--- config.mk ---
export PLATFORM = sky130hd
export DESIGN_NAME = bus_ctrl_issue
export DESIGN_NICKNAME = d
export VERILOG_FILES = /design/src/rtl/bus_ctrl_issue.sv
export SDC_FILE = /design/constraint.sdc
export NUM_CORES = 1
export LEC_CHECK = 0
export CAP_MARGIN = 20
export CORE_ASPECT_RATIO = 0.8
export CORE_UTILIZATION = 50
export CTS_BUF_LIST = sky130_fd_sc_hd__clkbuf_2 sky130_fd_sc_hd__clkbuf_4 sky130_fd_sc_hd__clkbuf_8
export DETAILED_ROUTE_END_ITERATION = 6
export PLACE_DENSITY_LB_ADDON = 0.08
export SYNTH_ARGS = -nofsm -noshare
export SYNTH_HDL_FRONTEND = slang
export SYNTH_SLANG_ARGS = --single-unit
--- constraint.sdc ---
create_clock -name Clock_In -period 2.5 [get_ports Clock_In]
set_input_delay 0.25 -clock Clock_In [delete_from_list [all_inputs] [get_ports Clock_In]]
set_output_delay 0.25 -clock Clock_In [all_outputs]
set_load 0.02 [all_outputs]
--- src/rtl/bus_ctrl_issue.sv ---
// Issue stage for BusControl: 2-entry skid FIFO of decoded control words, memory-word hold on Mem_Ready.
// Optional head-word sanity check is compiled in with `define BUSCTRL_CHECK_EN.
module bus_ctrl_issue #(
  parameter int unsigned MAX_WAIT = 15
) (
  input  logic        Clock_In,
  input  logic        Reset_In,
  input  logic        Flush,
  input  logic        Cw_Valid,
  output logic        Cw_Ready,
  input  logic [25:0] Cw_Word,
  input  logic        Mem_Ready,
  output logic [3:0]  Bus_Assert,
  output logic [3:0]  Bus_Load,
  output logic [2:0]  Xfer_Assert,
  output logic [3:0]  XferLoadDec,
  output logic [1:0]  Inc_PCRA,
  output logic [1:0]  Inc_SPSIDI,
  output logic [1:0]  LHS,
  output logic [1:0]  RHS,
  output logic [2:0]  AddrSel,
  output logic        Issue_Valid,
  output logic        Mem_Stall,
  output logic        Mem_Timeout,
  output logic        Cw_Error
);

  // Codes that decode to no strobes in BusControl (AddrSel=0 is Memory_Ack, so idle is 7).
  localparam logic [25:0] IDLE_WORD = {4'h0, 4'h0, 3'h0, 4'h0, 2'h3, 2'h0, 2'h0, 2'h0, 3'h7};
  localparam logic [7:0]  MAX_WAIT_C = 8'(MAX_WAIT);

  logic [25:0] ent0_q, ent0_d, ent1_q, ent1_d;
  logic [1:0]  count_q, count_d;
  logic [25:0] out_q, out_d;
  logic        issue_valid_q, issue_valid_d;
  logic        mem_stall_q, mem_stall_d;
  logic        timeout_q, timeout_d;
  logic [7:0]  wait_q, wait_d;

  logic        push, head_valid, head_mem, issuable, stalled;
  logic [25:0] head;
  logic        slot;

`ifdef BUSCTRL_CHECK_EN
  logic error_q, error_d;
  logic head_bad;
  assign Cw_Error = error_q;
`else
  assign Cw_Error = 1'b0;
`endif

  // Handshake: a word transfers on an edge where Cw_Valid && Cw_Ready; Cw_Ready depends on count only,
  // so the producer may hold Cw_Valid/Cw_Word until it sees Cw_Ready high at an edge.
  assign Cw_Ready = (count_q != 2'd2);

  always_comb begin
    push       = Cw_Valid && Cw_Ready;
    head_valid = (count_q != 2'd0) || push;
    head       = (count_q != 2'd0) ? ent0_q : Cw_Word;
    head_mem   = (head[25:22] == 4'hF) || (head[21:18] == 4'hF) || (head[14:11] == 4'h8);
    issuable   = head_valid && (!head_mem || Mem_Ready);
    stalled    = head_valid && head_mem && !Mem_Ready;
`ifdef BUSCTRL_CHECK_EN
    head_bad   = ((head[21:18] != 4'h0) && (head[25:22] == 4'h0)) ||
                 ((head[25:22] == head[21:18]) && (head[25:22] != 4'h0)) ||
                 ((head[14:11] >= 4'd1) && (head[14:11] <= 4'd6) &&
                  (head[17:15] == 3'h0) && (head[2:0] == 3'h7));
    error_d    = error_q;
`endif
    ent0_d        = ent0_q;
    ent1_d        = ent1_q;
    count_d       = count_q;
    out_d         = out_q;
    issue_valid_d = issue_valid_q;
    mem_stall_d   = mem_stall_q;
    timeout_d     = timeout_q;
    wait_d        = wait_q;
    slot          = 1'b0;

    if (Flush) begin
      count_d       = 2'd0;
      out_d         = IDLE_WORD;
      issue_valid_d = 1'b0;
      mem_stall_d   = 1'b0;
      wait_d        = 8'd0;
    end else begin
      // Pop from storage first, then append; a bypassed word popped on arrival is never stored.
      if (issuable && count_q != 2'd0) begin
        ent0_d  = ent1_q;
        count_d = count_q - 2'd1;
      end
      if (push && !(issuable && count_q == 2'd0)) begin
        slot = count_d[0];
        if (slot) ent1_d = Cw_Word;
        else      ent0_d = Cw_Word;
        count_d = count_d + 2'd1;
      end

      if (issuable) begin
        out_d         = head;
        issue_valid_d = 1'b1;
`ifdef BUSCTRL_CHECK_EN
        if (head_bad) begin
          out_d         = IDLE_WORD;
          issue_valid_d = 1'b0;
          error_d       = 1'b1;
        end
`endif
        mem_stall_d = 1'b0;
        wait_d      = 8'd0;
      end else begin
        out_d         = IDLE_WORD;
        issue_valid_d = 1'b0;
        mem_stall_d   = stalled;
        if (stalled) begin
          wait_d = (wait_q >= MAX_WAIT_C) ? MAX_WAIT_C : wait_q + 8'd1;
          if (wait_d == MAX_WAIT_C) timeout_d = 1'b1;
        end else begin
          wait_d = 8'd0;
        end
      end
    end
  end

  always_ff @(posedge Clock_In) begin
    if (Reset_In) begin
      ent0_q        <= 26'h0;
      ent1_q        <= 26'h0;
      count_q       <= 2'd0;
      out_q         <= IDLE_WORD;
      issue_valid_q <= 1'b0;
      mem_stall_q   <= 1'b0;
      timeout_q     <= 1'b0;
      wait_q        <= 8'd0;
`ifdef BUSCTRL_CHECK_EN
      error_q       <= 1'b0;
`endif
    end else begin
      ent0_q        <= ent0_d;
      ent1_q        <= ent1_d;
      count_q       <= count_d;
      out_q         <= out_d;
      issue_valid_q <= issue_valid_d;
      mem_stall_q   <= mem_stall_d;
      timeout_q     <= timeout_d;
      wait_q        <= wait_d;
`ifdef BUSCTRL_CHECK_EN
      error_q       <= error_d;
`endif
    end
  end

  assign {Bus_Assert, Bus_Load, Xfer_Assert, XferLoadDec, Inc_PCRA, Inc_SPSIDI, LHS, RHS, AddrSel} = out_q;
  assign Issue_Valid = issue_valid_q;
  assign Mem_Stall   = mem_stall_q;
  assign Mem_Timeout = timeout_q;

endmodule

==> results_dict.tcl <==
set metrics [dict create \
    final_hold_viol_count 0 \
    clock_latency_ns 0.37 \
    ys_seq_area_share_pct 44.30 \
    grt_pass1_vias 3288 \
    drtIter0Drc 150 \
    io_buffers 60 \
    status "finished, final reports clean" \
    critPathLaunchType "register" \
    skew_ns 0.01344 \
    ys_warn_count 0 \
    die_area_um2 8595 \
    hold_path.class "in2reg" \
    maxSlewHeadroom_pct 61.79 \
    synth_seq_cells 91 \
    cts_tree "done" \
    setup_viol 0 \
    setup_tns_ns 0 \
    synth.area.top_cells "dfxtp_1, mux2i_1, o221ai_2" \
    clk_path_buf_depth 2 \
    layout-drive-gt1-share_pct 16.88 \
    cp-end-kind "register" \
    clk_pin_slew_ns 0.09 \
    place_inst 569 \
    fin_hold_ws_ns 0.3485 \
    finalCritPeriodShare_pct 95.59 \
    avgSynthCellArea_um2 10.18 \
    cts_sinks 91 \
    criticalPathCategory "reg2reg" \
    leakagePower_uw 0.002078 \
    final_cells 588 \
    ant_nets 0 \
    grt_max_degree 29 \
    hpwl_um 6477 \
    grtUsageTotal_pct 24.05 \
    antenna_found_initial 0 \
    yosysMostFrequentCell "dfxtp_1" \
    fmax_mhz 418.4 \
    synth_cells 404 \
    async_flop_share_pct 0 \
    path_max_fanout 9 \
    synth_top_area_share_pct 44.30 \
    maxCapViolations 0 \
    grt_pass1_wl_um 16040 \
    synthesis.area_um2 4113 \
    h-tree-depth 3 \
    core_area_um2 7946 \
    place.gp.congestion 0.8643 \
    yosys-top-cells-count "dfxtp_1, mux2i_1, nand2_1, inv_1" \
    die_w_um 103.4 \
    first_pass_iters 4 \
    yosys.area.top_type "dfxtp_1" \
    nets 511 \
    routedWlPerCell_um 16.31 \
    dieHeight_um 83.12 \
    power_density_nw_per_um2 581.4 \
    slew_violations 0 \
    vias 3322 \
    viasPerCell 5.650 \
    ir_drop_mv 0.3599 \
    fin_crit_ns 2.390 \
    area_delta_synth_final_pct 25.92 \
    cts_buffers 9 \
    diodes 0 \
    worstMarginPinSlew_ns 0.5718 \
    synth.distinct_cells 47 \
    start_util_pct 51.76 \
    io_pins 62 \
    totalWireLength_um 9589 \
    arrival_ns 2.63 \
    synth-edff-count 0 \
    rows 29 \
    grt_overflow 0 \
    remaining_drc_errors 0 \
    place_area_um2 4930 \
    cts_root_buf "clkbuf_8" \
    cp.required_ns 2.74 \
    yosys_most_used_dff "dfxtp_1" \
    fillers 654 \
    final_cell_area_um2 5179 \
]
## sequential cells by signal, indices dropped and copies added, names as in the netlist
| signal | flops |
|---|---|
| Issue_Valid | 1 |
| out_q | 26 |
| wait_q | 8 |
| count_q | 2 |
| Mem_Timeout | 1 |
| Mem_Stall | 1 |
| ent0_q | 26 |
| ent1_q | 26 |
## path summary, 6_finish.rpt
path / start / to / slack [ns] / cells after the start
setup reg to reg: count_q[0] / ent0_q[22] / 0.11 / 9
hold reg to reg: ent1_q[10] / ent1_q[10] / 0.50 / 2
setup / recovery: count_q[0] / ent0_q[22] / 0.11 / 9
hold / removal: Flush / ent1_q[20] / 0.35 / 2
## layer usage
layer,share of wire (%),GRT usage (%)
met3,4.3,4.714
met5,0,0
met1,49,33.49
met2,46,36.66
met4,1.4,8.835
## power breakdown
part	total (uW)	internal, uW	switching, uW
logic	498	224	274
clock network	1010	473	533
registers	1510	1490	17.1
total	3010	2190	825
## kinds of logic after synthesis
kind of cell / after synthesis / synth area share, %
buffers and inverters: 70 / 8.305
AND/OR/NAND/NOR: 80 / 8.915
XOR/XNOR: 4 / 0.8520
multiplexers: 54 / 13.78
flip-flops: 91 / 44.30
other: 1 / 0.09118
AO/OA/AOI/OAI: 100 / 22.54
adder cells (fa/ha/maj): 4 / 1.217
## cell usage in the layout, fill, tap and decap left out, drive strengths merged, types with 2 or more instances in the layout
master         instances
a211o                  3
nor3                   2
nand3                  3
xor2                   2
xnor2                  2
nand4                  2
inv                   34
clkbuf                10
nor2                  27
o41ai                 26
mux2i                 53
clkinvlp               2
clkinv                 2
o221ai                26
ha                     4
clkdlybuf4s50         59
buf                   33
dfxtp                 91
nand3b                 2
a21oi                  7
a22oi                  3
nand2                 35
nor2b                  2
a31oi                  2
o211ai                26
nor4b                  2
conb                   5
## layout make-up
cell class	count	area, um^2	share of cell area, %
multi-input cells	248	2003	38.68
well taps	108	135.1	2.609
clock inverters	5	62.56	1.208
flip-flops and latches	91	1822	35.18
clock buffers	10	131.4	2.537
repair buffers	92	897.1	17.32
inverters	34	127.6	2.464
## stage by stage
| stage | setup WS (ns) | power (uW) | utilization (%) |
|---|---|---|---|
| after floorplan | 0.01988 | 1836 | - |
| after global placement | -0.03594 | 2009 | 61.69 |
| after detailed placement | -0.1334 | 2020 | 62.04 |
| after CTS | 0.02241 | 3011 | 64.62 |
| after global routing | -0.003149 | 3127 | 65.17 |
| final | 0.1102 | 3011 | 65.17 |
## worst max-delay path, stage by stage (launching register included)
cell      delay [ns]
dfxtp_1         0.35
inv_2           0.06
ha_2            0.23
nand3b_1        0.17
a211o_1         0.37
a31o_4          0.30
mux2i_4         0.21
a21o_1          0.22
buf_4           0.22
o221ai_1        0.15
## repair_timing
| action | in CTS | in global routing |
|---|---|---|
| cloned | 1 | 0 |
| endpoints found under the setup margin | 26 | 26 |
| gates resized for setup | 1 | 5 |
| setup buffers | 0 | 3 |
| pin swaps | 1 | 1 |
| hold buffers | 0 | 0 |
No activity file was read; power rests on OpenSTA's default activity.
